### src/rtl/output_vc_controller_pkg.sv
// Shared network parameters, flit-type codes and helpers for the output VC controller.
// The legacy `V/`N/`DW/`HEAD/`BODY/`TAIL/`BUF_DEPTH macros stay defined for older includers.
`ifndef OUTPUT_VC_CONTROLLER_PARAMS
`define OUTPUT_VC_CONTROLLER_PARAMS
`define V         4
`define N         5
`define DW        32
`define HEAD      2'b01
`define BODY      2'b10
`define TAIL      2'b11
`define BUF_DEPTH 4
`endif

package output_vc_controller_pkg;
  localparam int unsigned V         = `V;
  localparam int unsigned N         = `N;
  localparam int unsigned DW        = `DW;
  localparam int unsigned BUF_DEPTH = `BUF_DEPTH;

  localparam logic [1:0] FT_HEAD = `HEAD;
  localparam logic [1:0] FT_BODY = `BODY;
  localparam logic [1:0] FT_TAIL = `TAIL;

  function automatic logic onehot_v(input logic [V-1:0] x);
    return (x != '0) && ((x & (x - V'(1))) == '0);
  endfunction
endpackage

### src/rtl/output_vc_controller_ovc_state.sv
// One output VC: IDLE/ACTIVE/DRAIN state, downstream credit counter, owning input port
// and a sticky per-VC protocol-error bit.
module ovc_state
  import output_vc_controller_pkg::*;
#(
  parameter int unsigned DEPTH = BUF_DEPTH
) (
  input  logic         clk,
  input  logic         rst,
  input  logic         alloc,
  input  logic [N-1:0] alloc_port,
  input  logic         flit,
  input  logic         flit_tail,
  input  logic         credit,
  output logic         idle,
  output logic         ready,
  output logic [N-1:0] owner,
  output logic         err
);
  localparam int unsigned CW = $clog2(DEPTH + 1);
  localparam logic [CW-1:0] FULL = CW'(DEPTH);

  localparam logic [1:0] ST_IDLE   = 2'd0;
  localparam logic [1:0] ST_ACTIVE = 2'd1;
  localparam logic [1:0] ST_DRAIN  = 2'd2;

  logic [1:0]    state, state_nxt;
  logic [CW-1:0] cnt, cnt_nxt;
  logic [N-1:0]  owner_nxt;
  logic          err_evt;

  always_comb begin
    cnt_nxt   = cnt;
    state_nxt = state;
    owner_nxt = owner;
    err_evt   = 1'b0;

    // Flit and credit together cancel; each alone saturates at its bound.
    if (flit && !credit) begin
      if (cnt == '0) err_evt = 1'b1;
      else           cnt_nxt = cnt - CW'(1);
    end else if (credit && !flit) begin
      if (cnt == FULL) err_evt = 1'b1;
      else             cnt_nxt = cnt + CW'(1);
    end

    if (flit && state == ST_IDLE) err_evt = 1'b1;

    // An allocation (legal or not) blocks the tail transition in the same cycle.
    if (alloc) begin
      if (state == ST_IDLE) begin
        state_nxt = ST_ACTIVE;
        owner_nxt = alloc_port;
      end else begin
        err_evt = 1'b1;
      end
      if (flit_tail) err_evt = 1'b1;
    end else begin
      case (state)
        ST_IDLE:   ;
        ST_ACTIVE: if (flit_tail) state_nxt = (cnt_nxt == FULL) ? ST_IDLE : ST_DRAIN;
        ST_DRAIN:  if (cnt_nxt == FULL) state_nxt = ST_IDLE;
        default:   state_nxt = ST_IDLE;
      endcase
    end

    if (state_nxt == ST_IDLE) owner_nxt = '0;
  end

  always_ff @(posedge clk) begin
    if (rst) begin
      state <= ST_IDLE;
      cnt   <= FULL;
      owner <= '0;
      err   <= 1'b0;
    end else begin
      state <= state_nxt;
      cnt   <= cnt_nxt;
      owner <= owner_nxt;
      err   <= err | err_evt;
    end
  end

  assign idle  = (state == ST_IDLE);
  assign ready = (cnt != '0);
endmodule

### src/rtl/output_vc_controller.sv
// Output-port VC controller: per-VC state/credit tracking plus one-hot input screening.
module output_vc_controller
  import output_vc_controller_pkg::*;
#(
  parameter int unsigned DEPTH = BUF_DEPTH
) (
  input  logic           clk,
  input  logic           rst,
  input  logic           vaValid,
  input  logic [V-1:0]   vaVC,
  input  logic [N-1:0]   vaInPort,
  input  logic           flitValid,
  input  logic [V-1:0]   flitVC,
  input  logic [1:0]     flitType,
  input  logic           creditValid,
  input  logic [V-1:0]   creditVC,
  output logic [V-1:0]   readyVC,
  output logic [V-1:0]   idleVC,
  output logic [N*V-1:0] ownerPort,
  output logic           err
);
  logic         va_ok, flit_ok, credit_ok, oh_bad, oh_err;
  logic         is_tail;
  logic [V-1:0] vc_err;

  assign va_ok     = vaValid     && onehot_v(vaVC);
  assign flit_ok   = flitValid   && onehot_v(flitVC);
  assign credit_ok = creditValid && onehot_v(creditVC);
  assign oh_bad    = (vaValid && !va_ok) || (flitValid && !flit_ok) || (creditValid && !credit_ok);
  assign is_tail   = (flitType == FT_TAIL);

  for (genvar v = 0; v < V; v++) begin : g_vc
    ovc_state #(.DEPTH(DEPTH)) u_ovc (
      .clk        (clk),
      .rst        (rst),
      .alloc      (va_ok && vaVC[v]),
      .alloc_port (vaInPort),
      .flit       (flit_ok && flitVC[v]),
      .flit_tail  (flit_ok && flitVC[v] && is_tail),
      .credit     (credit_ok && creditVC[v]),
      .idle       (idleVC[v]),
      .ready      (readyVC[v]),
      .owner      (ownerPort[v*N +: N]),
      .err        (vc_err[v])
    );
  end

  always_ff @(posedge clk) begin
    if (rst) oh_err <= 1'b0;
    else     oh_err <= oh_err | oh_bad;
  end

  assign err = oh_err | (|vc_err);
endmodule
### config.mk
export PLATFORM = sky130hd
export DESIGN_NAME = output_vc_controller
export DESIGN_NICKNAME = d
export VERILOG_FILES = /design/src/rtl/output_vc_controller_pkg.sv /design/src/rtl/output_vc_controller_ovc_state.sv /design/src/rtl/output_vc_controller.sv
export SDC_FILE = /design/constraint.sdc
export NUM_CORES = 1
export LEC_CHECK = 0
export BUFFER_PORTS_ARGS = -buffer_cell sky130_fd_sc_hd__buf_2
export CAP_MARGIN = 10
export CORE_MARGIN = 4
export CORE_UTILIZATION = 50
export CTS_CLUSTER_SIZE = 10
export DETAILED_ROUTE_END_ITERATION = 10
export HOLD_SLACK_MARGIN = 0.08
export PLACE_DENSITY = 0.69
export SLEW_MARGIN = 40
export SYNTH_ARGS = -nofsm -noshare
export SYNTH_HDL_FRONTEND = slang
export SYNTH_SLANG_ARGS = --single-unit
### constraint.sdc
create_clock -name clk -period 4.34 [get_ports clk]
set_clock_uncertainty 0.15 [all_clocks]
set_input_delay 1.302 -clock clk [delete_from_list [all_inputs] [get_ports clk]]
set_output_delay 1.302 -clock clk [all_outputs]
set_load 0.1 [all_outputs]
* Word-level counts from Yosys, hierarchy flattened
Cells that the tools add are included.
Widths: inputs -> output; s select.
** Storage, ports and cells
- Output and inout port bits :: 29
- Flip-flop bits (word level) :: 45
- Input bits :: 24
** Cells by class
- Equality and inequality tests :: 17
- Mux-type cells :: 72
- Add/subtract/negate cells :: 11
- Reduce and logical (&&, ||, !) cells :: 81
- Bitwise logic cells :: 9
** Operator list (number)
- $mux 3 :: 16
- $mux 2 :: 20
- $logic_and 1x1->1 :: 37
- $mux 1 :: 32
- $eq 3x3->1 const B :: 8
- $pmux 2 s3 :: 4
- $logic_not 2->1 :: 8
- $add 3x1->3 const B :: 4
- $and 4x4->4 :: 3
- $logic_not 3->1 :: 4
- $logic_not 4->1 :: 3
- $reduce_bool 3->1 :: 4
- $reduce_bool 4->1 :: 3
- $sub 3x1->3 const B :: 4
- $sub 4x1->4 const B :: 3
- $logic_not 1->1 :: 11
- $eq 2x2->1 const B :: 5
- $eq 2x1->1 const B :: 4
- $reduce_and 2->1 :: 4
- $reduce_or 2->1 :: 4
- $or 1x1->1 :: 6
- $reduce_or 4->1 :: 1
- $logic_or 1x1->1 :: 2

* Logic depth before layout (Yosys ltp)
Gate-level depths: netlist of the first run.
- Depth after elaboration :: 17
- Mapped depth :: 9
- Depth with buffers taken out :: 9

* Cells and area by module
From an unflattened synthesis of the first run, not the netlist that was laid out.
** Second synthesis, totals
- Cells, all modules :: 338
- Area total of the unflattened synthesis :: 2976.6 um^2
** Modules (own cells, without submodules)
- ovc_state :: area an instance 666.9 um^2, cells an instance 72, times used 4
- output_vc_controller :: area an instance 309.0 um^2, cells an instance 50, times used 1

* Least setup slack after synthesis of the first run
No wires, ideal clock.
- Path kind :: input port to flip-flop
- Start point :: input creditVC[1]
- End point :: register g_vc[2].u_ovc.owner[0]
- Arrival :: 3.045 ns
- Path slack :: 1.014 ns
- Cell stages on the path :: 7
- Path buffers :: 1
- Data required time :: 4.059 ns
- Cell sequence :: buf_2 or4b_4 o2111a_1 o311ai_2 o21ai_1 nor4_4 nor3b_1
** On the way
- Word-level cells in the longest chain between the ends :: 16
** RTL lines
- from (decl) :: line output_vc_controller.sv:16 : input logic [V-1:0] creditVC,
- $sub 4x1->4 :: line output_vc_controller_pkg.sv:25 : return (x != '0) && ((x & (x - V'(1))) == '0);
- $and 4x4->4 :: line output_vc_controller_pkg.sv:25
- $logic_not 4->1 :: line output_vc_controller_pkg.sv:25
- $logic_and 1x1->1 * :: line output_vc_controller_pkg.sv:25
- $logic_and 1x1->1 * :: line output_vc_controller.sv:28 : assign credit_ok = creditValid && onehot_v(creditVC);
- $logic_and 1x1->1 * :: line output_vc_controller.sv:40 : .credit (credit_ok && creditVC[v]),
- $logic_and 1x1->1 or $logic_not 1->1 (tied branches) :: line output_vc_controller_ovc_state.sv:42, output_vc_controller_ovc_state.sv:39
- $mux 3 or $logic_and 1x1->1 (tied branches) :: line output_vc_controller_ovc_state.sv:42, output_vc_controller_ovc_state.sv:39
- $mux 3 * :: line output_vc_controller_ovc_state.sv:39 : if (flit && !credit) begin
- $eq 3x3->1 * :: line output_vc_controller_ovc_state.sv:61, output_vc_controller_ovc_state.sv:62
- $mux 2 (2 in series) :: line output_vc_controller_ovc_state.sv:61 : ST_ACTIVE: if (flit_tail) state_nxt = (cnt_nxt == FULL) ? ST_IDLE : ST_DRAIN;
- $pmux 2 s3 * :: line output_vc_controller_ovc_state.sv:59 : case (state)
- $mux 2 * :: line output_vc_controller_ovc_state.sv:50 : if (alloc) begin
- $logic_not 2->1 * :: line output_vc_controller_ovc_state.sv:67 : if (state_nxt == ST_IDLE) owner_nxt = '0;
- $reduce_or 2->1 (no source line) *
- to (signal assigned) :: line output_vc_controller_ovc_state.sv:79 : owner <= owner_nxt;
- to (decl) :: line output_vc_controller_ovc_state.sv:17 : output logic [N-1:0] owner,
Mark *: on every way between the ends. The rest lies on a longest branch, timed or not.
A chain may end at the register's enable or synchronous reset.

* Worst setup path after layout of the first run
- Start point :: input creditValid
- End point :: register g_vc[1].u_ovc.owner[4]
** On the way
- Word-level cells in the longest chain between the ends :: 12
** RTL lines
- from (decl) :: line output_vc_controller.sv:15 : input logic creditValid,
- $logic_and 1x1->1 * :: line output_vc_controller.sv:28
- $logic_and 1x1->1 * :: line output_vc_controller.sv:40
- $logic_and 1x1->1 or $logic_not 1->1 (tied branches) :: line output_vc_controller_ovc_state.sv:42, output_vc_controller_ovc_state.sv:39
- $mux 3 or $logic_and 1x1->1 (tied branches) :: line output_vc_controller_ovc_state.sv:42, output_vc_controller_ovc_state.sv:39
- $mux 3 * :: line output_vc_controller_ovc_state.sv:39
- $eq 3x3->1 * :: line output_vc_controller_ovc_state.sv:61, output_vc_controller_ovc_state.sv:62
- $mux 2 (2 in series) :: line output_vc_controller_ovc_state.sv:61
- $pmux 2 s3 * :: line output_vc_controller_ovc_state.sv:59
- $mux 2 * :: line output_vc_controller_ovc_state.sv:50
- $logic_not 2->1 * :: line output_vc_controller_ovc_state.sv:67
- $reduce_or 2->1 (no source line) *
- to (signal assigned) :: line output_vc_controller_ovc_state.sv:79
- to (decl) :: line output_vc_controller_ovc_state.sv:17
Marked as above.

==> qor.txt, run 1 <==
Max rail drop VDD -> 0.000243 V
Unrepaired setup endpoints after global routing -> no
Ys flop type -> dfxtp_1
P&R area growth vs syn -> 11.4%
Share of cells above drive strength 1 -> 20.0%
Iter 0 DRT Violations -> 173
CP startpoint -> creditValid
Clock root buffer -> clkbuf_8
Commonest non-fill, non-tap cell in the layout -> buf_2
Syn Inst Count -> 383
Slew @ Worst Pin -> 686 ps
Inserted Clock Buffers -> 5
Syn nets -> 419
Number of port buffers -> 52
Clock Tree Buf Depth -> 2
Share of the synthesized area in the top cell type -> 28.4%
Total grt overflow -> 0
Relative slew slack -> 53.9%
Fill count -> 565
Final ANT Viol Nets -> 0
Synth cell types -> 68
Starting density of the core -> 52.7%
Place WS -> 768 ps
Worst-Skew Late Latency -> 300 ps
Post-Syn Area -> 3180 um2
Sink Count -> 45
Syn avg cell area -> 8.29 um2
Arrival time worst endpoint -> 3290 ps
Resized cells post-CTS -> 0
Chip height -> 87.7 um
DRT Pass-1 Iters -> 5
ANT cells -> 0
CP Class -> in -> reg
Setup TNS -> 0 ps
Status -> completed
Final wirelength -> 7770 um
Minimum clock period -> 3260 ps
Post-synth EDFFs -> 0
F_max -> 306 MHz
Antenna violations before repair -> 0
Sequential share of the synthesized area -> 28.4%
Via count -> 2923
Core Util, Final -> 58.7%
Post-CTS Setup Bufs -> 0
I/O pin count -> 53
Final Cycle Share -> 75.2%
Worst setup margin -> 1080 ps
DRC -> 0
Pwr/cell area -> 287 nW/um2
Die area -> 7690 um2
Placement row count -> 28
Cell leakage power -> 1.42 nW
Worst reg2reg path startpoint -> g_vc[0].u_ovc.cnt[1]
Die width -> 87.7 um
Vias in the first global route -> 2714
# nets final -> 460
Share of flip-flops with an asynchronous set or reset -> 0%
GRT Util Overall -> 20.7%
CTS Hold Bufs -> 0
CP endpoint kind -> flop
CP required -> 4370 ps
GP Congestion -> 0.898
Slew Viols, Final -> 0
Yosys warns -> 0
Hold path startpoint -> g_vc[1].u_ovc.owner[1]
Most frequent cells in the layout -> buf_2 (52), dfxtp_1 (45), a21oi_1 (38)
Area contributors post-synth -> dfxtp_1 (28%), a21oi_1 (6.0%), ha_1 (4.7%), nand2_1 (4.0%), mux2i_1 (3.8%)
Max Cap Violations -> 0
Reg clk slew, reported paths -> 90 ps
Setup crit start kind -> input port
Wire per inst -> 15.5 um
Core area -> 6030 um2
Final hold vios -> 0
Largest net degree at the start of global routing -> 26
Worst hold margin -> 305 ps
Final std cells w/o fill -> 500
Vias per std cell -> 5.85
Placed Instances -> 492
FF+latch count, synth -> 45
Detailed Place HPWL -> 6220 um
Final setup viols -> 0
Worst Hold Class -> reg -> reg
Synth area leader -> dfxtp_1
H-tree depth -> 2
First-pass GRT wire length -> 12700 um
CTS tree -> yes
CP max FO -> 11
==> stage by stage <==
step	cell area, um2	power [mW]
global placement	3430	0.699
floorplan	3180	0.643
detailed placement	3430	0.706
global route	3540	1.07
CTS	3540	1.02
finish	3540	1.02
==> synthesized netlist by cell type, types with 4 or more instances <==
cell and count:
a211oi_1 5, nor2_1 29, nand2_1 34, o2111ai_1 6, buf_4 9, o221ai_1 4
mux2_2 5, a31oi_1 4, nor3_1 9, mux2i_1 12, o211ai_1 4, xnor2_1 5
nand2b_1 16, clkbuf_1 7, nand3_1 7, and3_1 4, inv_1 23, and2_1 5
o21ai_0 14, nor2b_1 13, a21oi_1 38, dfxtp_1 45, nor4_1 4, ha_1 12
nor3b_1 9
==> per-layer routing <==
layer	GRT usage (%)	share of wire, %	up-vias
met5	0	0	-
met4	5.02	1.2	0
met3	3.67	4.9	10
met2	34.4	46	73
met1	28.0	47	1355
li1	-	-	1485
==> path summary, 6_finish.rpt <==
check / to / slack (ps) / depth (start not counted)
hold / removal: g_vc[1].u_ovc.owner[1] / 310 / 2
hold reg to reg: g_vc[1].u_ovc.owner[1] / 310 / 2
setup reg to reg: g_vc[0].u_ovc.owner[1] / 2040 / 6
setup / recovery: g_vc[1].u_ovc.owner[4] / 1080 / 7
==> state kept, by name, indices dropped and copies added (netlist names) <==
register	count
g_vc.u_ovc.owner	20
g_vc.u_ovc.err	4
g_vc.u_ovc.cnt	12
oh_err	1
g_vc.u_ovc.state	8
==> final cells by class <==
type / instances / area (um2) / share of cell area [%]
inverter: 23 / 86.3 / 2.44
multi-input combinational: 297 / 2080 / 58.9
timing repair buffer: 52 / 260 / 7.36
clock buffer: 6 / 72.6 / 2.05
clock inverter: 2 / 38.8 / 1.10
sequential: 45 / 901 / 25.5
tap: 75 / 93.8 / 2.65
==> cell families after synthesis <==
logic type,Yosys count,synth area share [%]
simple gates,149,26.6
compound gates,111,26.3
flops,45,28.4
buf+inv,41,5.99
mux,17,5.56
fa+ha+maj,12,4.73
xor+xnor,8,2.44
==> power breakdown <==
group,total [mW],internal (mW),switching [mW]
logic,0.261,0.0927,0.168
registers,0.436,0.425,0.0113
clock network,0.319,0.173,0.146
==> critical path, stage by stage <==
cell     delay, ps
buf_2          190
nor4b_1        540
a21oi_1        150
o32a_2         380
xnor2_2        170
o41ai_4        470
a21oi_1         90
Note: power is estimated with default switching activity, not from simulation.
==> inputs of run 2 (changes only) <==
--- a/config.mk
+++ b/config.mk
@@ -5,6 +5,7 @@
 export SDC_FILE = /design/constraint.sdc
 export NUM_CORES = 1
 export LEC_CHECK = 0
+export ABC_AREA = 1
 export BUFFER_PORTS_ARGS = -buffer_cell sky130_fd_sc_hd__buf_2
 export CAP_MARGIN = 10
 export CORE_MARGIN = 4
@@ -12,7 +13,7 @@
 export CTS_CLUSTER_SIZE = 10
 export DETAILED_ROUTE_END_ITERATION = 10
 export HOLD_SLACK_MARGIN = 0.08
-export PLACE_DENSITY = 0.69
+export PLACE_DENSITY = 0.7
 export SLEW_MARGIN = 40
 export SYNTH_ARGS = -nofsm -noshare
 export SYNTH_HDL_FRONTEND = slang
==> constraint.sdc (replaced) <==
create_clock -name clk -period 3.3 [get_ports clk]
set_clock_uncertainty 0.15 [all_clocks]
set_input_delay 0.99 -clock clk [delete_from_list [all_inputs] [get_ports clk]]
set_output_delay 0.99 -clock clk [all_outputs]
set_load 0.1 [all_outputs]
==> run 2 against run 1 <==
  * Die area fell by 12%
  * Combinational power fell by 39%
  * Sequential power rose by 28%
  * Worst hold slack improved by 34 ps
  * First-iteration DRC count fell by 38%
  * Area after synthesis fell by 13%
  * Register-to-register slack got worse by 700 ps
  * Via count fell by 4.4%
  * Non-clock buffer count did not move
==> qor.txt, run 2 <==
Max FFs per register -> 20 (unchanged)
Setup crit start kind -> flop
F_max -> 359 MHz
Die area -> 6770 um2 (-12%)
Met1 usage -> 23.9% (-4.1 points)
Placed cell area -> 3040 um2 (-11%)
Iter 0 DRT Violations -> 108 (-38%)
Placement row count -> 26 (-7.1%)
Most frequent cells after synthesis -> nand2_1 (111), inv_1 (68), nor2_1 (62), dfxtp_1 (45), nand3_1 (35)
DRC -> 0 (unchanged)
ANT cells -> 0 (unchanged)
Largest Register -> g_vc.u_ovc.owner
DRT Pass-1 Iters -> 4 (-1)
Clock power frac -> 32.2% (+0.8 points)
Clock Tree Buf Depth -> 2 (unchanged)
P&R area growth vs syn -> 13.3%
Antenna violations before repair -> 0 (unchanged)
Largest net degree at the start of global routing -> 23 (-12%)
Switching Power -> 0.309 mW (-4.9%)
CP cell instances -> inv_1 > ha_1 > nand2_1 > buf_2
Slew @ Worst Pin -> 552 ps (-133 ps)
GP Congestion -> 0.861 (-4.1%)
Die width -> 82.3 um (-6.2%)
CP Class -> reg -> out
Max rail drop VDD -> 0.000212 V (-13%)
First-pass GRT wire length -> 10700 um (-15%)
Synth area leader -> dfxtp_1
Finished layout cell area -> 3120 um2 (-12%)
Syn nets -> 477 (+14%)
I/O pin count -> 53 (unchanged)
Share of cells above drive strength 1 -> 13.4% (-6.6 points)
Unrepaired setup endpoints after global routing -> no
Post-synth EDFFs -> 0 (unchanged)
Arrival time worst endpoint -> 1650 ps (-1640 ps)
Final wirelength -> 6330 um (-19%)
# nets final -> 526 (+14%)
Via count -> 2794 (-4.4%)
Post-CTS Setup Bufs -> 0 (unchanged)
Final ANT Viol Nets -> 0 (unchanged)
Reg clk slew, reported paths -> 90 ps (about the same)
Slew Viols, Final -> 0 (unchanged)
Post-Syn Area -> 2760 um2 (-13%)
Area contributors post-synth -> dfxtp_1 (33%), nand2_1 (15%), inv_1 (9.3%), nor2_1 (8.4%), nand3_1 (6.4%)
Switching Share -> 29.3% (-2.7 points)
H-tree depth -> 2 (unchanged)
Top flop regs -> g_vc.u_ovc.owner x20, g_vc.u_ovc.cnt x12, g_vc.u_ovc.state x8
Placed Instances -> 553 (+12%)
Top Usage Layer GRT -> met2
Worst-Skew Late Latency -> 300 ps (about the same)
Slowest CP cell -> buf_2
Resized cells post-CTS -> 0 (unchanged)
Sequential share of the synthesized area -> 32.7% (+4.3 points)
Minimum clock period -> 2790 ps
Wire per inst -> 11.3 um (-27%)
Share of flip-flops with an asynchronous set or reset -> 0% (unchanged)
Fill count -> 536 (-5.1%)
Relative slew slack -> 63.1% (+9.1 points)
Most common cell in the synthesized netlist -> nand2_1
Sink Count -> 45 (unchanged)
Starting density of the core -> 52.6% (-0.072 points)
CP max stage delay -> 460 ps (-80 ps)
Total grt overflow -> 0 (unchanged)
Max Cap Violations -> 0 (unchanged)
CTS Hold Bufs -> 0 (unchanged)
Worst hold margin -> 339 ps (+34.2 ps)
Share of the synthesized area in the top cell type -> 32.7% (+4.3 points)
Inserted Clock Buffers -> 5 (unchanged)
Comb pwr share -> 15.0% (-11 points)
GRT Util Overall -> 20.1% (-0.59 points)
Vias in the first global route -> 2596 (-4.3%)
Bufs and invs on worst path -> 2 (+1)
CP required -> 2160 ps (-2210 ps)
Detailed Place HPWL -> 5050 um (-19%)
Chip height -> 82.3 um (-6.2%)
Most frequent cells in the layout -> nand2_1 (111), inv_1 (68), nor2_1 (62)
CTS tree -> yes
Clock root buffer -> clkbuf_8
Cell leakage power -> 1.60 nW (+13%)
FF+latch count, synth -> 45 (unchanged)
Yosys warns -> 0 (unchanged)
Ys flop type -> dfxtp_1
Final Cycle Share -> 84.5%
Pwr/cell area -> 338 nW/um2 (+18%)
Vias per std cell -> 4.98 (-15%)
M2 GR Usage -> 36.8% (+2.4 points)
Core area -> 5240 um2 (-13%)
Commonest non-fill, non-tap cell in the layout -> nand2_1
Number of port buffers -> 52 (unchanged)
CP endpoint kind -> primary output
GR Layer Usage met3 -> 4.34% (+0.67 points)
Final hold vios -> 0 (unchanged)
Final std cells w/o fill -> 561 (+12%)
Status -> completed
Syn Inst Count -> 441 (+15%)
Synth cell types -> 22 (-68%)
CP max FO -> 5 (-6)
Int Power -> 0.746 mW (+8.1%)
Top cell family by delay on the critical path -> buffers and inverters
Syn avg cell area -> 6.25 um2 (-25%)
Setup TNS -> 0 ps (unchanged)
Final setup viols -> 0 (unchanged)
Worst Hold Class -> reg -> reg
Sequential share of power -> 52.8% (+9.9 points)
## run 2: changes by cell type after synthesis, sizes merged, moves of 16 or more
cell,change
nand2b,-16
nand2,+81
nor2,+35
o21ai,+19
inv,+45
nand3,+28
## run 2: worst reg2reg max path, stage by stage, from the launching register on
cell	delay, ps
dfxtp_1	380
inv_1	100
ha_1	220
nand2_1	140
o21ai_0	100
nand3_1	90
nand2_1	60
nand2_1	70
nand2_1	60
nor2_1	80
nand2_1	60
nand2_1	70
nand3_1	100
nand2_2	130
nor2_1	60
## run 2: cell type report
type / instances / area (um2) / area share [%]
sequential: 45 / 901 / 28.8
multi-input combinational: 318 / 1530 / 49.1
tap: 70 / 87.6 / 2.80
clock buffer: 6 / 72.6 / 2.32
timing repair buffer: 52 / 260 / 8.33
inverter: 68 / 255 / 8.17
clock inverter: 2 / 15.0 / 0.481
## run 2: through the flow
step,worst slack (ps),power [mW],util [%]
2_1_floorplan,946,0.685,-
3_3_place_gp,528,0.727,58.0
3_5_place_dp,502,0.728,58.0
4_1_cts,521,1.07,59.7
5_1_grt,444,1.10,59.7
6_report,512,1.06,59.7
## run 2: layer usage
metal	vias to the layer above	share of wire [%]	wire, um
met4	0	0.95	60
li1	1505	-	-
met3	7	5.0	317
met2	45	48	3070
met5	-	0	0
met1	1237	46	2880
## run 2: cells by family after synthesis
family	after synthesis	share of synthesized area, %
muxes	1	0.363
buffers and inverters	78	11.7
DFF	45	32.7
AOI/OAI and AO/OA	69	13.2
adders and majority gates	12	5.45
and+or+nand+nor	232	35.3
xor gates and xnor gates	4	1.27
## run 2: power by group through the flow
stage | registers (mW) | clock network [mW] | logic, mW
after floorplan | 0.571 | 0 | 0.114
after global placement | 0.570 | 0 | 0.157
after detailed placement | 0.570 | 0 | 0.159
after CTS | 0.557 | 0.354 | 0.159
after global routing | 0.558 | 0.367 | 0.178
final | 0.557 | 0.340 | 0.159
## run 2: path summary, 6_finish.rpt
| check | end | start | cells past startpoint | slack (ps) |
|---|---|---|---|---|
| setup / recovery | readyVC[2] | g_vc[2].u_ovc.cnt[1] | 4 | 510 |
| hold / removal | g_vc[0].u_ovc.err | g_vc[0].u_ovc.err | 2 | 340 |
| hold reg to reg | g_vc[0].u_ovc.err | g_vc[0].u_ovc.err | 2 | 340 |
| setup reg to reg | g_vc[2].u_ovc.owner[3] | g_vc[2].u_ovc.cnt[1] | 14 | 1340 |
